**src/rtl/instr_feeder_if.sv**
```systemverilog
// rtl/instr_feeder_if.sv - processor-side instruction port bundle for instr_feeder
interface instr_feeder_if #(
  parameter int AW = 4
);
  logic [15:0]   inn;
  logic [AW-1:0] pc;
  logic          cpu_hold;
  logic          done;
  logic [15:0]   bus;

  modport master (output inn, pc, cpu_hold, input done, bus);
  modport slave  (input inn, pc, cpu_hold, output done, bus);
endinterface

```
**src/rtl/instr_feeder.sv**
```systemverilog
// rtl/instr_feeder.sv - program-memory instruction sequencer with completion watchdog
module instr_feeder #(
  parameter int DEPTH = 16,
  parameter int AW    = 4,
  parameter int WDOG  = 15
) (
  input  logic           clock,
  input  logic           reset,
  input  logic           wr_en,
  input  logic [AW-1:0]  wr_addr,
  input  logic [15:0]    wr_data,
  input  logic [AW:0]    prog_len,
  input  logic           start,
  input  logic           abort,
  instr_feeder_if.master cpu,
  output logic           busy,
  output logic           halted,
  output logic           fault,
  output logic [15:0]    last_bus
);

  localparam int          WW        = $clog2(WDOG + 1);
  localparam logic [AW:0] DEPTH_L   = (AW + 1)'(DEPTH);
  localparam logic [WW-1:0] WDOG_LAST = WW'(WDOG - 1);

  typedef enum logic [2:0] {
    S_IDLE,
    S_FETCH,
    S_ISSUE,
    S_HALT,
    S_FAULT
  } state_t;

  state_t        state;
  state_t        state_nx;
  logic [15:0]   mem [DEPTH];
  logic [AW:0]   len_q;
  logic [WW-1:0] wdog;
  logic [AW-1:0] pc_q;
  logic [15:0]   inn_q;
  logic          idle_like;
  logic          len_ok;
  logic          last_instr;
  logic          wdog_exp;

  // States in which the processor is parked and the program may be reloaded.
  assign idle_like  = (state == S_IDLE) || (state == S_HALT) || (state == S_FAULT);
  assign len_ok     = (prog_len != '0) && (prog_len <= DEPTH_L);
  assign last_instr = (({1'b0, pc_q}) + (AW + 1)'(1)) == len_q;
  // The counter holds the number of ISSUE cycles already spent without done,
  // so seeing WDOG-1 here means this is the WDOG-th such cycle.
  assign wdog_exp   = (wdog == WDOG_LAST);

  assign cpu.inn      = inn_q;
  assign cpu.pc       = pc_q;
  assign cpu.cpu_hold = idle_like;
  assign busy         = (state == S_FETCH) || (state == S_ISSUE);
  assign halted       = (state == S_HALT);
  assign fault        = (state == S_FAULT);

  // State register.
  always_ff @(posedge clock or negedge reset) begin
    if (!reset) begin
      state <= S_IDLE;
    end else begin
      state <= state_nx;
    end
  end

  // Next-state decode; abort overrides everything, done beats watchdog expiry.
  always_comb begin
    state_nx = state;
    if (abort) begin
      state_nx = S_IDLE;
    end else begin
      case (state)
        S_IDLE, S_HALT, S_FAULT: begin
          if (start) begin
            state_nx = len_ok ? S_FETCH : S_FAULT;
          end
        end
        S_FETCH: state_nx = S_ISSUE;
        S_ISSUE: begin
          if (cpu.done) begin
            state_nx = last_instr ? S_HALT : S_FETCH;
          end else if (wdog_exp) begin
            state_nx = S_FAULT;
          end
        end
        default: state_nx = S_IDLE;
      endcase
    end
  end

  // Sequencer datapath: pc, presented instruction, watchdog, length and bus capture.
  always_ff @(posedge clock or negedge reset) begin
    if (!reset) begin
      pc_q     <= '0;
      inn_q    <= '0;
      wdog     <= '0;
      len_q    <= '0;
      last_bus <= '0;
    end else if (abort) begin
      pc_q  <= '0;
      inn_q <= '0;
    end else begin
      case (state)
        S_IDLE, S_HALT, S_FAULT: begin
          if (start && len_ok) begin
            len_q <= prog_len;
            pc_q  <= '0;
          end
        end
        S_FETCH: begin
          inn_q <= mem[pc_q];
          wdog  <= '0;
        end
        S_ISSUE: begin
          if (cpu.done) begin
            last_bus <= cpu.bus;
            if (last_instr) begin
              inn_q <= '0;
            end else begin
              pc_q <= pc_q + 1'b1;
            end
          end else begin
            wdog <= wdog + 1'b1;
            if (wdog_exp) begin
              inn_q <= '0;
            end
          end
        end
        default: ;
      endcase
    end
  end

  // Program memory; only writable while no program is running, never reset.
  always_ff @(posedge clock) begin
    if (wr_en && idle_like) begin
      mem[wr_addr] <= wr_data;
    end
  end

endmodule

```
**src/flat_wrapper.sv**
```systemverilog
// flat-port wrapper written by rule: the top's interface ports become plain ports
module instr_feeder_flat 
#(
  parameter int DEPTH = 16,
  parameter int AW    = 4,
  parameter int WDOG  = 15
)
  (clock, reset, wr_en, wr_addr, wr_data, prog_len, start, abort, busy, halted, fault, last_bus, cpu_inn, cpu_pc, cpu_cpu_hold, cpu_done, cpu_bus);
  instr_feeder_if #(.AW(AW)) cpu_i ();
  input  logic clock;
  input  logic reset;
  input  logic wr_en;
  input  logic [AW-1:0] wr_addr;
  input  logic [15:0] wr_data;
  input  logic [AW:0] prog_len;
  input  logic start;
  input  logic abort;
  output logic busy;
  output logic halted;
  output logic fault;
  output logic [15:0] last_bus;
  output wire logic [$bits(cpu_i.inn)-1:0] cpu_inn;
  output wire logic [$bits(cpu_i.pc)-1:0] cpu_pc;
  output wire logic [$bits(cpu_i.cpu_hold)-1:0] cpu_cpu_hold;
  input wire logic [$bits(cpu_i.done)-1:0] cpu_done;
  input wire logic [$bits(cpu_i.bus)-1:0] cpu_bus;
  assign cpu_inn = cpu_i.inn;
  assign cpu_pc = cpu_i.pc;
  assign cpu_cpu_hold = cpu_i.cpu_hold;
  assign cpu_i.done = cpu_done;
  assign cpu_i.bus = cpu_bus;
  instr_feeder #(.DEPTH(DEPTH), .AW(AW), .WDOG(WDOG)) u_core (.clock(clock), .reset(reset), .wr_en(wr_en), .wr_addr(wr_addr), .wr_data(wr_data), .prog_len(prog_len), .start(start), .abort(abort), .cpu(cpu_i), .busy(busy), .halted(halted), .fault(fault), .last_bus(last_bus));
endmodule
```
**config.mk**
```make
export PLATFORM = sky130hd
export DESIGN_NAME = instr_feeder_flat
export DESIGN_NICKNAME = d
export VERILOG_FILES = /design/src/rtl/instr_feeder_if.sv /design/src/rtl/instr_feeder.sv /design/src/flat_wrapper.sv
export SDC_FILE = /design/constraint.sdc
export NUM_CORES = 1
export LEC_CHECK = 0
export CORE_MARGIN = 1
export CORE_UTILIZATION = 58
export CTS_CLUSTER_SIZE = 25
export DETAILED_ROUTE_END_ITERATION = 16
export MAX_ROUTING_LAYER = met4
export PLACE_DENSITY = 0.79
export SLEW_MARGIN = 20
export SYNTH_ARGS = -nofsm -noshare
export SYNTH_HDL_FRONTEND = slang
export SYNTH_SLANG_ARGS = --single-unit
export TNS_END_PERCENT = 50
```
**constraint.sdc**
```tcl
create_clock -name clock -period 3.5 [get_ports clock]
set_clock_uncertainty 0.1 [all_clocks]
set_input_delay 0.35 -clock clock [delete_from_list [all_inputs] [get_ports clock]]
set_output_delay 0.35 -clock clock [all_outputs]
set_load 0.01 [all_outputs]
```
# Word-level counts from Yosys, hierarchy flattened
# Memories as Yosys holds them, arrays and structs flattened.
# Cells that the tools add are included.
word_totals:
  wordCells: 64
  ram_bits: 256
  register_bits: 48
  out_inout_bits: 40
  mem_count: 1
memory_table:
  columns: ["memory", "depth", "word_bits", "rd", "rd_ports_with_merged_regs", "wr", "line", "source"]
  rows:
  - ["u_core.mem", 16, 16, 1, 0, 1, "instr_feeder.sv:36", "logic [15:0] mem [DEPTH];"]
op_classes:
  bitwise_logic: 1
  n_lt_le_gt_ge: 1
  n_mux: 21
  n_reduce_logical: 18
  add_sub_neg: 3
  eq_ne: 13
op_table:
  columns: ["operator", "n"]
  rows:
  - ["two-way mux 16 bit", 4]
  - ["one-hot mux 16 bit (2 select lines)", 1]
  - ["two-way mux 4 bit", 5]
  - ["one-hot mux 4 bit (2 select lines)", 2]
  - ["two-way mux 3 bit", 5]
  - ["AND reduction 3 bit", 4]
  - ["inequality test 3 bit (second input constant)", 3]
  - ["one-hot mux 3 bit (3 select lines)", 1]
  - ["adder 4 x 1 -> 4 bit (second input constant)", 2]
  - ["inequality test 4 x 3 -> 1 bit (second input constant)", 2]
  - ["== test 3 x 2 -> 1 bit (second input constant)", 2]
  - ["nonzero test 3 bit", 2]
  - ["adder 4 x 1 -> 5 bit (second input constant)", 1]
  - ["== test 5 bit", 1]
  - ["<= comparator 5 bit (second input constant)", 1]
  - ["nonzero test 5 bit", 1]
  - ["== test 4 bit (second input constant)", 1]
  - ["AND reduction 4 bit", 1]
  - ["== test 3 x 1 -> 1 bit (second input constant)", 1]
  - ["== test 3 bit (second input constant)", 1]
  - ["logical AND 1 bit", 3]
  - ["logical NOT 3 bit", 1]
  - ["logical OR 1 bit", 3]
  - ["inequality test 3 x 2 -> 1 bit (second input constant)", 1]
  - ["other kinds (7)", 8]

# Logic depth before layout (Yosys ltp)
logic_depth:
  ltp_word: 6
  mapped_depth: 8
  ltp_nobuf: 7

# Least setup slack after synthesis
# OpenSTA, ideal clock, no wires.
synth_path:
  kind: "register -> register"
  from: "register u_core.state[2]"
  to: "memory u_core.mem[0][0], enable pin"
  path_stages_with_launch: 7
  path_buffers: 1
  arrival_ps: 2580
  synth_period_minus_slack_ps: 3089
  setup_slack_ps: 411
  path_cell_list: "dfrtp_1 -> buf_4 -> and3b_1 -> o21bai_2 -> nand2_1 -> or3_1 -> nor3_1"
synth_via:
  elab_chain_cells: 6
  elab_cells_between_ends: 8
synth_lines:
  columns: ["item", "line", "source"]
  rows:
  - ["start: declaration", "instr_feeder.sv:34", "state_t state;"]
  - ["start signal: assignment", "instr_feeder.sv:66", "state <= state_nx;"]
  - ["== test 3 x 2 -> 1 bit", null, null]
  - ["via halted", "flat_wrapper.sv:19", "output logic halted;"]
  - ["logical OR 1 bit (2 in a row)", "instr_feeder.sv:47", "assign idle_like = (state == S_IDLE) || (state == S_HALT) || (state == S_FAULT);"]
  - ["via cpu_cpu_hold", "flat_wrapper.sv:24", "output wire logic [$bits(cpu_i.cpu_hold)-1:0] cpu_cpu_hold;"]
  - ["logical AND 1 bit", "instr_feeder.sv:140", "if (wr_en && idle_like) begin"]
  - ["two-way mux 1 bit", "instr_feeder.sv:140", null]
  - ["two-way mux 1 bit (not written as such)", "instr_feeder.sv:141", "mem[wr_addr] <= wr_data;"]
  - ["end: declaration", "instr_feeder.sv:36", null]
# The timed path passes the listed nets, and every way through them passes these cells.

# Worst setup path in the final report
layout_path:
  from: "register u_core.pc_q[0] (netlist: u_core.cpu.pc[0])"
  to: "register u_core.inn_q[6] (netlist: u_core.cpu.inn[6])"
layout_via:
  elab_chain_cells: 4
  elab_cells_between_ends: 7
layout_lines:
  columns: ["item", "line", "source"]
  rows:
  - ["start: declaration", "instr_feeder.sv:39", "logic [AW-1:0] pc_q;"]
  - ["start signal: assignment", "instr_feeder.sv:124", "pc_q <= pc_q + 1'b1;"]
  - ["adder 4 x 1 -> 5 bit", "instr_feeder.sv:49", "assign last_instr = (({1'b0, pc_q}) + (AW + 1)'(1)) == len_q;"]
  - ["== test 5 bit", "instr_feeder.sv:49", null]
  - ["inequality test 4 x 3 -> 1 bit (no source line)", null, null]
  - ["AND reduction 3 bit (no source line)", null, null]
  - ["end signal: assignment", "instr_feeder.sv:115", "inn_q <= mem[pc_q];"]
  - ["end: declaration", "instr_feeder.sv:40", "logic [15:0] inn_q;"]
# Several ways; a longest one is shown, not always the timed one.
# A chain may end at the register's enable or synchronous reset.

==> run summary <==
Status - completed
Vias per cell - 6.249
Final min period - 2.852 ns
Synth cell types - 54
DRC Markers - 0
R2R cell count - 6
Post-synth top area cell - edfxtp_1
Overall power - 8.037 mW
Most used DFF post-synth - edfxtp_1
Maximum vdd ir drop - 0.4641 mV
Final Cell Area - 0.01425 mm2
Crit path cell chain - buf_12 -> nand3_1 -> xnor2_1 -> o21bai_1 -> o2111ai_2 -> a22o_1
Resized Gates After CTS - 0
Wire per inst - 24.49 um
Post-route ant nets - 0
Worst setup EP type - flip-flop
Core Region - 0.02036 mm2
Least-Margin Pin Slew - 0.9017 ns
Nets - 768
Vias in the first global route - 6,543
Startpoint class of the critical path - flip-flop
Area of the mapped netlist - 0.01211 mm2
Post-layout util - 69.97%
Clk slew on worst S/H paths - 0.06 ns
Part of the cycle the worst path needs - 81.48%
P&R area growth vs syn - 17.67%
CTS tree - yes
Die area - 0.02146 mm2
Slew headroom - 39.88%
Setup violations, final - 0
Synth top area share - 63.48%
Post-synth EDFFs - 256
Pre-antenna DRT Iters - 5
Fmax - 350.7 MHz
Top-count cell post-synth - edfxtp_1
Register area share after synthesis - 73.40%
I/O Buffers - 86
Grt ovf - 0
Pwr dens - 564.0 mW/mm2
FP Rows - 52
Root buf cell - clkbuf_16
Average cell area after synthesis - 20.02 um2
Min-delay worst type - input port to async pin
Slowest-stage cell, CP - dfrtp_4
Deepest clock path buffer count - 3
Initial Util - 59.47%
Chip height - 146.5 um
Final Hold Vio Count - 0
Largest net degree at the start of global routing - 55
Final WL - 24.69 mm
CP delay by family, top - compound AO/OA/AOI/OAI gates
RSZ-0062 raised after global routing - false
Syn Nets - 655
First-pass GRT wire length - 38.36 mm
Top cells by count, synth - 256 x edfxtp_1, 57 x mux4_2, 48 x dfrtp_1, 32 x mux2_2, 19 x mux2i_1
CTS buffer count - 29
Initial drt markers - 616
Final setup TNS - 0 ns
Critical path buffers and inverters - 1
Placed Area - 0.01334 mm2
Synth warn - 0
Maximum capacitance violations - 0
Cells after Synth - 605
Post-Layout Cell Count - 1,008
Layout cells sized above 1 - 22.90%
Num ports - 87
Initial antenna violation count - 0
Leak - 4.785 nW
Setup CP Type - flip-flop to flip-flop
Required @ worst endpoint - 3.82 ns
GPL Wtd Cong - 0.8539
Vias post-DR - 6,299
Max incr delay on CP - 0.63 ns
Crit. path cell count - 6
Max FO, Critical Path - 54
Clock tree sinks - 304
Area contributors post-synth - edfxtp_1 63%, mux4_2 11%, dfrtp_1 9.9%
Die width - 146.5 um
Async set or reset register ratio after synthesis - 15.79%
Insertion delay to the later sink of the worst-skew pair - 0.54 ns
Antenna cell count - 0
Hpwl dp - 15.06 mm
DP Cell Count - 956
Slew Limit Fails - 0
Worst EP arrival - 3.17 ns
CTS H-tree lvls - 1
Synthesis-stage register bit count - 304
GR Util All Layers - 24.78%
-- routing by layer --
metal  vias to the layer above  track usage (%)  part of all wire (%)
li1                       2694                -                     -
met2                       295            37.95                    49
met1                      3255            35.02                    41
met3                        55            2.750                   7.4
met5                         -                -                     0
met4                         0            9.063                   2.8
-- through the flow --
| step | setup slack, ns | hold WS [ns] |
|---|---|---|
| final | 0.6482 | 0.2863 |
| after global routing | 0.4792 | 0.3189 |
| after CTS | 0.6265 | 0.3147 |
| after detailed placement | 0.6166 | 0.3959 |
| after global placement | 0.7078 | 0.3879 |
| after floorplan | 0.4107 | -0.04559 |
-- worst paths after layout --
kind | startpoint | endpoint | slack [ns]
max | u_core.cpu.pc[0] | u_core.cpu.inn[6] | 0.65
min | reset | u_core.len_q[4] | 0.29
max reg2reg | u_core.cpu.pc[0] | u_core.cpu.inn[6] | 0.65
min reg2reg | u_core.last_bus[7] | u_core.last_bus[7] | 0.40
max in group asynchronous | reset | u_core.cpu.pc[0] | 2.51
min in group clock | cpu_bus[7] | u_core.last_bus[7] | 0.33
-- area by class of cell --
class | instances | area [um2]
clock inverters | 10 | 101.3
inverters | 7 | 26.28
flip-flops and latches | 304 | 8894
multi-input cells | 264 | 3022
clock buffers | 41 | 800.8
repair buffers | 112 | 1069
well taps | 270 | 337.8
fillers | 1200 | 6115
-- flip-flops by register name, indices dropped and copies added, names as in the netlist --
name and count:
u_core.last_bus 16, u_core.state 3, u_core.wdog 4, u_core.cpu.inn 16, u_core.len_q 5, u_core.cpu.pc 4, u_core.mem 256
-- cells by family (layout without fill, tap and decap cells) --
family | after synthesis | count (layout) | share of synthesized area [%]
AOI/OAI and AO/OA | 59 | 59 | 3.523
buffers and inverters | 37 | 170 | 1.891
muxes | 115 | 115 | 16.66
xor gates and xnor gates | 9 | 9 | 0.6508
DFF | 304 | 304 | 73.40
and+or+nand+nor | 78 | 78 | 3.564
adders and majority gates | 3 | 3 | 0.3100
-- power breakdown --
| part | leakage [nW] | total, mW | internal, mW | switching (mW) |
|---|---|---|---|---|
| clock network | 0.445 | 2.99 | 1.73 | 1.26 |
| registers | 2.94 | 4.24 | 4.11 | 0.126 |
| logic | 1.40 | 0.811 | 0.439 | 0.373 |
| total | 4.79 | 8.04 | 6.28 | 1.76 |
-- timing repair --
action	in CTS	in global routing
hold endpoints to repair	48	0
setup endpoints to repair	0	0
buffers inserted	0	0
hold buffers	1	0
-- cell usage in the layout, fill, tap and decap left out, types with 2 or more instances in the layout --
master and count:
edfxtp_1 256, clkdlybuf4s50_1 85, mux4_2 57, dfrtp_1 46, mux2_2 32, clkbuf_16 29
buf_4 25, mux2i_1 19, nor2_1 18, nand2_1 17, a22o_1 16, o21ai_0 12
clkbuf_1 9, nand2b_1 8, a21oi_1 8, inv_1 7, mux4_1 7, xnor2_1 5
nand3_1 5, nor2b_1 5, a211oi_1 5, clkinv_2 5, nor3_2 4, xor2_1 4
nand4b_1 3, o21ai_1 3, ha_1 3, clkbuf_8 3, nor3_1 2, nand4_1 2
nor4b_4 2, nor3b_1 2, nor4_1 2, o22ai_1 2, a311oi_1 2, a31oi_1 2
bufinv_16 2, clkinv_1 2
No activity file was read; power rests on OpenSTA's default activity.
